$ cat src/rtl/seg7_pkg.sv
// Shared types and constants for the seven-segment scan driver.
// Glyph codes are active-low and ordered {g,f,e,d,c,b,a}.
package seg7_pkg;

    typedef enum logic {
        S_DEAD  = 1'b0,
        S_DRIVE = 1'b1
    } scan_state_e;

    localparam logic [6:0] SEG_OFF = 7'b111_1111;

    localparam logic [6:0] GLYPH_LUT [0:15] = '{
        7'b100_0000,  // 0
        7'b111_1001,  // 1
        7'b010_0100,  // 2
        7'b011_0000,  // 3
        7'b001_1001,  // 4
        7'b001_0010,  // 5
        7'b000_0010,  // 6
        7'b111_1000,  // 7
        7'b000_0000,  // 8
        7'b001_1000,  // 9
        7'b000_1000,  // A
        7'b000_0011,  // b
        7'b100_0110,  // C
        7'b010_0001,  // d
        7'b000_0110,  // E
        7'b000_1110   // F
    };

endpackage

$ cat src/rtl/seg7_glyph.sv
// Nibble to active-low seven-segment code, with blanking and an optional hex range.
module seg7_glyph
    import seg7_pkg::*;
#(
    parameter bit HEX_EN = 1'b0
) (
    input  logic [3:0] nibble,
    input  logic       blank,
    output logic [6:0] code
);

    // Blanked digits and non-decimal nibbles without hex support show nothing.
    always_comb begin
        code = SEG_OFF;
        if (blank) begin
            code = SEG_OFF;
        end else if ((nibble > 4'd9) && !HEX_EN) begin
            code = SEG_OFF;
        end else begin
            code = GLYPH_LUT[nibble];
        end
    end

endmodule

$ cat src/rtl/seg7_scan_driver.sv
// Time-multiplexed common-anode display driver: shadow registers, scan FSM,
// leading-zero suppression, blink and registered polarity-adjusted outputs.
module seg7_scan_driver
    import seg7_pkg::*;
#(
    parameter int NUM_DIGITS  = 4,
    parameter int REFRESH_DIV = 50000,
    parameter int DEAD_CYCLES = 2,
    parameter int BLINK_DIV   = 12500000,
    parameter bit HEX_EN      = 1'b0,
    parameter bit ACTIVE_LOW  = 1'b1
) (
    input  logic                      clk,
    input  logic                      rst_n,
    input  logic                      load,
    input  logic [4*NUM_DIGITS-1:0]   value,
    input  logic [NUM_DIGITS-1:0]     dp_in,
    input  logic                      lz_en,
    input  logic                      blink_en,
    output logic [6:0]                seg,
    output logic                      dp,
    output logic [NUM_DIGITS-1:0]     an
);

    localparam int CNT_MAX0 = (REFRESH_DIV > DEAD_CYCLES) ? REFRESH_DIV : DEAD_CYCLES;
    localparam int CNT_MAX  = (CNT_MAX0 > 2) ? CNT_MAX0 : 2;
    localparam int CW       = $clog2(CNT_MAX);
    localparam int IW       = (NUM_DIGITS > 1) ? $clog2(NUM_DIGITS) : 1;
    localparam int BW       = $clog2(BLINK_DIV);

    localparam logic [CW-1:0] REFRESH_LAST = CW'(REFRESH_DIV - 1);
    localparam logic [CW-1:0] DEAD_LAST    = CW'((DEAD_CYCLES > 0) ? DEAD_CYCLES - 1 : 0);
    localparam logic [IW-1:0] IDX_LAST     = IW'(NUM_DIGITS - 1);
    localparam logic [BW-1:0] BLINK_LAST   = BW'(BLINK_DIV - 1);

    // Internal codes are active-low; XOR masks flip them for active-high boards.
    localparam logic [6:0]            SEG_INV = ACTIVE_LOW ? 7'b000_0000 : 7'b111_1111;
    localparam logic                  DP_INV  = ACTIVE_LOW ? 1'b0 : 1'b1;
    localparam logic [NUM_DIGITS-1:0] AN_INV  = ACTIVE_LOW ? {NUM_DIGITS{1'b0}} : {NUM_DIGITS{1'b1}};
    localparam logic [6:0]            SEG_IDLE = SEG_OFF ^ SEG_INV;
    localparam logic                  DP_IDLE  = 1'b1 ^ DP_INV;
    localparam logic [NUM_DIGITS-1:0] AN_IDLE  = {NUM_DIGITS{1'b1}} ^ AN_INV;

    logic [4*NUM_DIGITS-1:0] value_r;
    logic [NUM_DIGITS-1:0]   dp_r;
    logic                    lz_r;

    scan_state_e             state_r;
    logic [CW-1:0]           cnt_r;
    logic [IW-1:0]           idx_r;
    logic [BW-1:0]           blink_cnt_r;
    logic                    blink_phase_r;

    logic [6:0]              seg_r;
    logic                    dp_out_r;
    logic [NUM_DIGITS-1:0]   an_r;

    logic [NUM_DIGITS-1:0]   supp_s;
    logic [NUM_DIGITS-1:0]   onehot_s;
    logic [IW-1:0]           next_idx_s;
    logic [3:0]              act_nibble_s;
    logic                    act_blank_s;
    logic                    act_dp_s;
    logic [6:0]              glyph_s;

    // Shadow copy of the display data; the last load wins.
    always_ff @(posedge clk or negedge rst_n) begin
        if (!rst_n) begin
            value_r <= '0;
            dp_r    <= '0;
            lz_r    <= 1'b0;
        end else if (load) begin
            value_r <= value;
            dp_r    <= dp_in;
            lz_r    <= lz_en;
        end
    end

    // Leading-zero chain: a digit is suppressed only if it and everything above it is zero.
    always_comb begin : lz_chain
        logic run_v;
        run_v  = 1'b1;
        supp_s = '0;
        for (int i = NUM_DIGITS - 1; i >= 0; i--) begin
            run_v     = run_v & (value_r[4*i +: 4] == 4'd0);
            supp_s[i] = lz_r & run_v & (i != 0);
        end
    end

    // Active-digit select, one-hot enable and wrapping next index.
    always_comb begin
        onehot_s = '0;
        for (int i = 0; i < NUM_DIGITS; i++) begin
            onehot_s[i] = (idx_r == IW'(i));
        end
        if (idx_r == IDX_LAST) begin
            next_idx_s = '0;
        end else begin
            next_idx_s = idx_r + IW'(1);
        end
        act_nibble_s = value_r[{idx_r, 2'b00} +: 4];
        act_blank_s  = supp_s[idx_r];
        act_dp_s     = dp_r[idx_r];
    end

    seg7_glyph #(
        .HEX_EN (HEX_EN)
    ) u_glyph (
        .nibble (act_nibble_s),
        .blank  (act_blank_s),
        .code   (glyph_s)
    );

    // Free-running blink divider, independent of blink_en.
    always_ff @(posedge clk or negedge rst_n) begin
        if (!rst_n) begin
            blink_cnt_r   <= '0;
            blink_phase_r <= 1'b0;
        end else if (blink_cnt_r == BLINK_LAST) begin
            blink_cnt_r   <= '0;
            blink_phase_r <= ~blink_phase_r;
        end else begin
            blink_cnt_r   <= blink_cnt_r + BW'(1);
        end
    end

    // Scan FSM with outputs registered from the current state (one cycle behind it).
    always_ff @(posedge clk or negedge rst_n) begin
        if (!rst_n) begin
            state_r  <= S_DEAD;
            cnt_r    <= '0;
            idx_r    <= IDX_LAST;
            seg_r    <= SEG_IDLE;
            dp_out_r <= DP_IDLE;
            an_r     <= AN_IDLE;
        end else begin
            case (state_r)
                S_DEAD: begin
                    if ((DEAD_CYCLES == 0) || (cnt_r == DEAD_LAST)) begin
                        state_r <= S_DRIVE;
                        cnt_r   <= '0;
                        idx_r   <= next_idx_s;
                    end else begin
                        cnt_r   <= cnt_r + CW'(1);
                    end
                    seg_r    <= SEG_IDLE;
                    dp_out_r <= DP_IDLE;
                    an_r     <= AN_IDLE;
                end
                S_DRIVE: begin
                    if (cnt_r == REFRESH_LAST) begin
                        cnt_r <= '0;
                        if (DEAD_CYCLES == 0) begin
                            idx_r <= next_idx_s;
                        end else begin
                            state_r <= S_DEAD;
                        end
                    end else begin
                        cnt_r <= cnt_r + CW'(1);
                    end
                    seg_r    <= glyph_s ^ SEG_INV;
                    dp_out_r <= (~act_dp_s) ^ DP_INV;
                    if (blink_en && blink_phase_r) begin
                        an_r <= AN_IDLE;
                    end else begin
                        an_r <= (~onehot_s) ^ AN_INV;
                    end
                end
                default: begin
                    state_r  <= S_DEAD;
                    cnt_r    <= '0;
                    idx_r    <= IDX_LAST;
                    seg_r    <= SEG_IDLE;
                    dp_out_r <= DP_IDLE;
                    an_r     <= AN_IDLE;
                end
            endcase
        end
    end

    assign seg = seg_r;
    assign dp  = dp_out_r;
    assign an  = an_r;

endmodule

$ cat config.mk
export PLATFORM = sky130hd
export DESIGN_NAME = seg7_scan_driver
export DESIGN_NICKNAME = d
export VERILOG_FILES = /design/src/rtl/seg7_pkg.sv /design/src/rtl/seg7_glyph.sv /design/src/rtl/seg7_scan_driver.sv
export SDC_FILE = /design/constraint.sdc
export NUM_CORES = 1
export LEC_CHECK = 0
export ABC_AREA = 0
export CAP_MARGIN = 20
export CORE_MARGIN = 2
export CORE_UTILIZATION = 53
export CTS_BUF_LIST = sky130_fd_sc_hd__clkbuf_4
export DETAILED_ROUTE_END_ITERATION = 12
export PLACE_DENSITY = 0.78
export SYNTH_ARGS = -nofsm -noshare
export SYNTH_HDL_FRONTEND = slang
export SYNTH_HIERARCHICAL = 1
export SYNTH_SLANG_ARGS = --single-unit
export TNS_END_PERCENT = 5
$ cat constraint.sdc
create_clock -name clk -period 2.5 [get_ports clk]
set_input_delay 0.375 -clock clk [delete_from_list [all_inputs] [get_ports clk]]
set_output_delay 0.375 -clock clk [all_outputs]
set_load 0.1 [all_outputs]
==> flow_metrics.py, run 1 <==
metrics = {
    "run_status": {
        "status": "complete, but fails checks",
        "violations": "negative hold slack",
    },
    "critical_path": {
        "critPathMaxFanout": 7,
        "cp.required_ns": 2.83,
        "r2r_cells": 7,
        "worstPathArrival_ns": 2.68,
        "slowest_delay_ns": 0.64,
        "r2r_end": "seg[6]$_DFF_PN1_",
        "crit_chain": "mux4_2, inv_1, ha_1, o21bai_4, a21oi_4, o21ai_0, nand2b_1",
        "rrSetupSlack_ns": 0.15,
        "crit_type": "register to register",
        "slowest_stage": "dfstp_2",
        "timing.rr.start": "idx_r[0]$_DFFE_PN1P_",
        "cp-end-kind": "register",
        "cp-start-kind": "register",
    },
    "floorplanning": {
        "initial_core_util_pct": 53.7,
        "coreArea_sq_um": 7140,
        "fp-row-count": 31,
        "die_height_microns": 89.1,
        "die-area_sq_um": 7930,
        "die_w_microns": 89.1,
        "ios": 37,
    },
    "pwr": {
        "switching_share_pct": 27.4,
        "p_seq_share_pct": 49.1,
        "combPwrFrac_pct": 16.4,
        "power_density_nw_per_um2": 618,
        "p_sw_mw": 0.754,
        "irDropWorstVdd_mv": 0.239,
        "p_clk_share_pct": 34.5,
        "internal-power_mw": 2.00,
        "leakagePower_nw": 1.92,
    },
    "timing": {
        "finalSetupViolCount": 0,
        "fin_setup_tns_ns": 0,
        "max_freq_mhz": 425,
        "slew_headroom_pct": 53.0,
        "period_share_pct": 94.1,
        "finalCriticalPeriod_ns": 2.35,
        "hold_violations": 3,
        "rsz0062_at_grt": "no",
        "finalMaxSlewViolations": 0,
        "clock-skew-final_ns": 0.0139,
        "holdWs_ns": -0.00110,
        "worstMarginPinSlew_ns": 0.706,
    },
    "global_routing": {
        "grt_max_degree": 36,
        "grt_usage_pct": 19.5,
        "grt_pass1_wl_mm": 11.9,
        "grt_pass1_vias": 2515,
        "grt-ovfl-total": 0,
        "antenna_found_initial": 0,
    },
    "synth": {
        "netlist-cell-type-count": 43,
        "synth_top_cell_by_area": "dfrtp_1",
        "ys_async_sr_fraction_pct": 100,
        "ys_seq_area_share_pct": 50.7,
        "ys_ff_latch": 77,
        "syn_nets": 372,
        "yosys.area.top_type_share_pct": 41.1,
        "synthTopCellsByArea": "dfrtp_1 (41%), dfstp_2 (9.6%), mux2_2 (7.0%)",
        "avgSynthCellArea_sq_um": 11.5,
        "ys_warn_count": 6,
        "synth_flop_cell": "dfrtp_1",
        "synthCells": 334,
        "syn-cell-area_sq_um": 3830,
        "synth-edff-count": 0,
    },
    "clocking": {
        "clk_latency_ns": 0.41,
        "ctsLongestPathBuffers": 2,
        "clk_root_buffer_cell": "clkbuf_4",
        "cts_tree": "done",
        "cts-htree-levels": 3,
        "holdBufCountCts": 0,
        "cts_setup_buffers": 0,
        "clock_sinks": 77,
        "clkTransAtPathRegs_ns": 0.12,
        "cts_buffers": 9,
        "ctsResizeCount": 0,
    },
    "final_layout": {
        "fillCellCount": 591,
        "final_util_pct": 62.4,
        "nets": 414,
        "antenna_cells": 0,
        "layout-drive-gt1-share_pct": 23.1,
        "syn_to_final_growth_pct": 16.2,
    },
    "worst_hold_path": {
        "worstHoldPathType": "input port to async pin",
    },
    "route": {
        "postRouteAntennaNets": 0,
        "drt_iter0_markers": 117,
        "viasPerCell": 5.42,
        "first_pass_iters": 4,
        "finalWirelength_mm": 6.80,
        "wire_per_inst_microns": 14.2,
        "drc": 0,
        "vias": 2603,
    },
    "placed_design": {
        "port_buffers": 36,
        "hpwl_mm": 4.91,
        "gp_congestion": 0.838,
    },
    "flow_run": {
        "cap_violations": 0,
    },
}
logic make-up after synthesis:
| kind of cell | count (synthesis) | synth area share, % |
|---|---|---|
| AND/OR/NAND/NOR | 126 | 18.2 |
| XOR/XNOR | 28 | 6.40 |
| adder cells (fa/ha/maj) | 13 | 4.24 |
| flip-flops | 77 | 50.7 |
| AO/OA/AOI/OAI | 37 | 6.98 |
| buffers and inverters | 23 | 3.17 |
| multiplexers | 30 | 10.2 |
cell type report:
| cell class | count | area [sq um] | area share, % |
|---|---|---|---|
| Multi-Input combinational cell | 234 | 1770 | 39.7 |
| Clock buffer | 10 | 75.1 | 1.69 |
| Inverter | 11 | 41.3 | 0.927 |
| Sequential cell | 77 | 1940 | 43.7 |
| Timing Repair Buffer | 43 | 390 | 8.76 |
| Clock inverter | 6 | 111 | 2.50 |
| Tap cell | 99 | 124 | 2.78 |
metal layers:
| metal | track usage (%) | wire (microns) | up-vias |
|---|---|---|---|
| met5 | 0 | 0 | - |
| met4 | 8.14 | 123 | 0 |
| met3 | 3.23 | 178 | 11 |
| met2 | 29.7 | 3160 | 42 |
| met1 | 28.0 | 3340 | 1265 |
| li1 | - | - | 1285 |
flip-flops by register name, summed over array words and instances (netlist names):
signal,flops
value_r,16
state_r,1
dp,1
lz_r,1
dp_r,4
seg,7
idx_r,2
an,4
blink_phase_r,1
cnt_r,16
blink_cnt_r,24
worst max path at each step:
stage / start / endpoint / slack (ns) / cells after the start
2_1_floorplan: idx_r[0]$_DFFE_PN1P_ / seg[4]$_DFF_PN1_ / 0.01 / 8
3_3_place_gp: idx_r[0]$_DFFE_PN1P_ / seg[4]$_DFF_PN1_ / 0.28 / 7
3_5_place_dp: idx_r[0]$_DFFE_PN1P_ / seg[6]$_DFF_PN1_ / 0.21 / 7
4_1_cts: idx_r[0]$_DFFE_PN1P_ / seg[6]$_DFF_PN1_ / 0.15 / 7
5_1_grt: idx_r[0]$_DFFE_PN1P_ / seg[6]$_DFF_PN1_ / 0.04 / 7
6_report: idx_r[0]$_DFFE_PN1P_ / seg[6]$_DFF_PN1_ / 0.15 / 7
stage by stage:
stage                     std cells  worst slack [ns]  area, sq um  power, mW  hold WS, ns
final                           480             0.147         4450       2.75     -0.00110
after floorplan                 334            0.0120         3830       1.70       0.0794
after detailed placement        464             0.208         4270       1.83        0.473
after CTS                       480             0.151         4450       2.78      0.00635
after global routing            480            0.0361         4450       2.86       0.0575
after global placement          464             0.277         4270       1.82        0.471
worst max-delay path: cells and delay by family (launching register included):
family / cells / cell delay [ns]
adder cells (fa/ha/maj): 1 / 0.24
flip-flops: 1 / 0.64
buffers and inverters: 1 / 0.17
AO/OA/AOI/OAI: 3 / 0.46
multiplexers: 1 / 0.60
AND/OR/NAND/NOR: 1 / 0.16
cells in the final DEF, fill, tap and decap left out, drive strengths merged, types with 2 or more instances in the layout:
cell	instances
mux4	5
nand2b	10
or3	4
nor4b	2
buf	20
o31ai	4
inv	11
dfrtp	63
o211ai	4
and4	6
or4	4
nand2	20
o21ai	8
and3	4
clkbuf	10
xnor2	14
nor3	6
nand4	14
nor2	29
a21oi	14
clkdlybuf4s50	23
xor2	14
nand3	18
bufinv	3
clkinv	3
nor4	6
dfstp	14
ha	13
mux2	24
synth_stat cells (2+ instances only):
library cell and number:
dfrtp_1 63, nor2_1 29, mux2_2 24, nand2_1 20
nand3_1 18, dfstp_2 14, xnor2_1 14, xor2_1 14
ha_1 13, a21oi_1 12, nand4_1 12, inv_1 11
nand2b_1 10, o21ai_0 8, clkbuf_1 6, nor3_1 6
nor4_1 6, and4_1 5, mux4_2 5, and3_1 4
buf_6 4, o211ai_1 4, o31ai_1 4, or3_1 4
or4_1 4, nand4_4 2, nor4b_1 2
power by group through the flow:
stage                     logic, mW  registers, mW  clock network [mW]
final                         0.452           1.35               0.948
after global routing          0.481           1.36                1.02
after CTS                     0.456           1.35               0.973
after detailed placement      0.454           1.37                   0
after global placement        0.448           1.37                   0
after floorplan               0.151           1.55                   0
(Power assumes the default switching activity.)
==> run 2, diff against run 1 <==
--- a/config.mk
+++ b/config.mk
@@ -11,4 +11,5 @@
 export CORE_UTILIZATION = 53
 export CTS_BUF_LIST = sky130_fd_sc_hd__clkbuf_4
+export CTS_CLUSTER_SIZE = 24
 export DETAILED_ROUTE_END_ITERATION = 12
 export PLACE_DENSITY = 0.78
==> constraint.sdc (replaced) <==
create_clock -name clk -period 2.5 [get_ports clk]
set_input_delay 0.5 -clock clk [delete_from_list [all_inputs] [get_ports clk]]
set_output_delay 0.5 -clock clk [all_outputs]
set_load 0.1 [all_outputs]
==> run 2 against run 1 <==
The flow now finishes without violations. Combinational power hardly changed. Routed wire length grew 1.5%. Hold slack better by 0.13 ns. Setup slack better by 0.043 ns. First-iteration DRC count increased by 8.5%. Sequential power hardly changed. Die area unchanged. Critical path type unchanged.
==> flow_metrics.py, run 2 (synthesized netlist as in run 1, its figures left out) <==
metrics = {
    "run_status": {
        "status": "completed",
    },
    "timing": {
        "fin_setup_tns_ns": 0,
        "rsz0062_at_grt": "no",
        "slew_headroom_pct": 50.8,
        "worstMarginPinSlew_ns": 0.738,
        "hold_violations": 0,
        "finalCriticalPeriod_ns": 2.31,
        "clock-skew-final_ns": 0.0187,
        "max_freq_mhz": 433,
        "holdWs_ns": 0.125,
        "finalMaxSlewViolations": 0,
        "period_share_pct": 92.4,
        "finalSetupViolCount": 0,
    },
    "floorplanning": {
        "coreArea_sq_um": 7140,
        "initial_core_util_pct": 53.7,
        "die_w_microns": 89.1,
        "die-area_sq_um": 7930,
        "fp-row-count": 31,
        "ios": 37,
        "die_height_microns": 89.1,
    },
    "critical_path": {
        "cp-start-kind": "register",
        "slowest_stage": "dfstp_2",
        "critical_path_buf_inv_count": 1,
        "cp.required_ns": 2.83,
        "r2r_cells": 7,
        "r2r_end": "seg[5]$_DFF_PN1_",
        "timing.rr.start": "idx_r[0]$_DFFE_PN1P_",
        "worstPathArrival_ns": 2.64,
        "critPathMaxFanout": 7,
        "crit_chain": "mux4_2, inv_1, ha_1, o21bai_4, a21oi_4, o21ai_0, nand2b_1",
        "crit_type": "register to register",
        "slowest_delay_ns": 0.63,
        "cp-end-kind": "register",
        "critPathTopFamily": "flip-flops",
        "rrSetupSlack_ns": 0.19,
    },
    "final_layout": {
        "layout-drive-gt1-share_pct": 22.8,
        "final_cells": 481,
        "layout_common_cells": "dfrtp_1 (63), nor2_1 (29), mux2_2 (24)",
        "nets": 415,
        "largest_reg_flops": 24,
        "layout_commonest_cell": "dfrtp_1",
        "antenna_cells": 0,
        "syn_to_final_growth_pct": 14.9,
        "finalInstanceArea_sq_um": 4410,
        "reg_top3": "blink_cnt_r x24, cnt_r x16, value_r x16",
        "top_register": "blink_cnt_r",
    },
    "placed_design": {
        "hpwl_mm": 4.92,
        "port_buffers": 36,
        "gp_congestion": 0.832,
        "dpl.cell_count": 464,
        "placed_cell_area_sq_um": 4270,
    },
    "global_routing": {
        "grt_pass1_wl_mm": 12.1,
        "grt-ovfl-total": 0,
        "grt_max_degree": 36,
        "grt_pass1_vias": 2560,
        "grt_usage_pct": 19.8,
        "antenna_found_initial": 0,
    },
    "clocking": {
        "clock_sinks": 77,
        "cts_setup_buffers": 0,
        "clk_root_buffer_cell": "clkbuf_4",
        "cts_tree": "done",
        "ctsResizeCount": 0,
        "clkTransAtPathRegs_ns": 0.12,
        "cts-htree-levels": 3,
        "clk_latency_ns": 0.42,
        "holdBufCountCts": 0,
        "ctsLongestPathBuffers": 2,
        "cts_buffers": 9,
    },
    "worst_hold_path": {
        "worstHoldPathType": "input port to async pin",
    },
    "route": {
        "first_pass_iters": 4,
        "drt_iter0_markers": 127,
        "vias": 2659,
        "postRouteAntennaNets": 0,
        "wire_per_inst_microns": 14.3,
        "drc": 0,
        "viasPerCell": 5.53,
        "finalWirelength_mm": 6.90,
    },
    "pwr": {
        "leakagePower_nw": 1.90,
        "power_mw": 2.53,
        "irDropWorstVdd_mv": 0.268,
        "power_density_nw_per_um2": 575,
    },
    "flow_run": {
        "cap_violations": 0,
    },
}
run 2: power breakdown:
group          switching, mW  internal (mW)
sequential            0.0325           1.32
combinational          0.292          0.158
clock                  0.401          0.331
total                  0.725           1.81
run 2: cell type report:
cell class	instances	area [sq um]
clock buffer	12	90.1
clock inverter	4	41.3
fill	612	2730
inverter	11	41.3
multi-input combinational	234	1770
sequential	77	1940
tap	99	124
timing repair buffer	44	398
run 2: worst register-to-register path, stage by stage, from the launching register on:
cell and delay, ns:
dfstp_2 0.63, mux4_2 0.59, inv_1 0.16, ha_1 0.25, o21bai_4 0.09, a21oi_4 0.24
o21ai_0 0.12, nand2b_1 0.15
run 2: worst max-delay path by stage:
stage / startpoint / endpoint / slack [ns] / depth (start not counted)
final: idx_r[0]$_DFFE_PN1P_ / seg[5]$_DFF_PN1_ / 0.19 / 7
after global routing: idx_r[0]$_DFFE_PN1P_ / seg[5]$_DFF_PN1_ / 0.02 / 7
after CTS: idx_r[0]$_DFFE_PN1P_ / seg[5]$_DFF_PN1_ / 0.16 / 7
after detailed placement: idx_r[0]$_DFFE_PN1P_ / seg[5]$_DFF_PN1_ / 0.19 / 7
after global placement: idx_r[0]$_DFFE_PN1P_ / seg[4]$_DFF_PN1_ / 0.28 / 7
after floorplan: idx_r[0]$_DFFE_PN1P_ / seg[4]$_DFF_PN1_ / 0.01 / 8
run 2: metrics by stage:
stage	util, %	setup slack, ns
6_report	61.7	0.190
5_1_grt	61.7	0.0246
4_1_cts	61.6	0.163
3_5_place_dp	59.8	0.189
3_3_place_gp	59.8	0.277
2_1_floorplan	-	0.0120
run 2: layer usage:
layer	vias to the layer above	routed length, microns	global-route usage, %
met4	0	148	9.09
met2	49	3160	30.4
met1	1315	3370	27.9
li1	1282	-	-
met5	-	0	0
met3	13	225	3.14
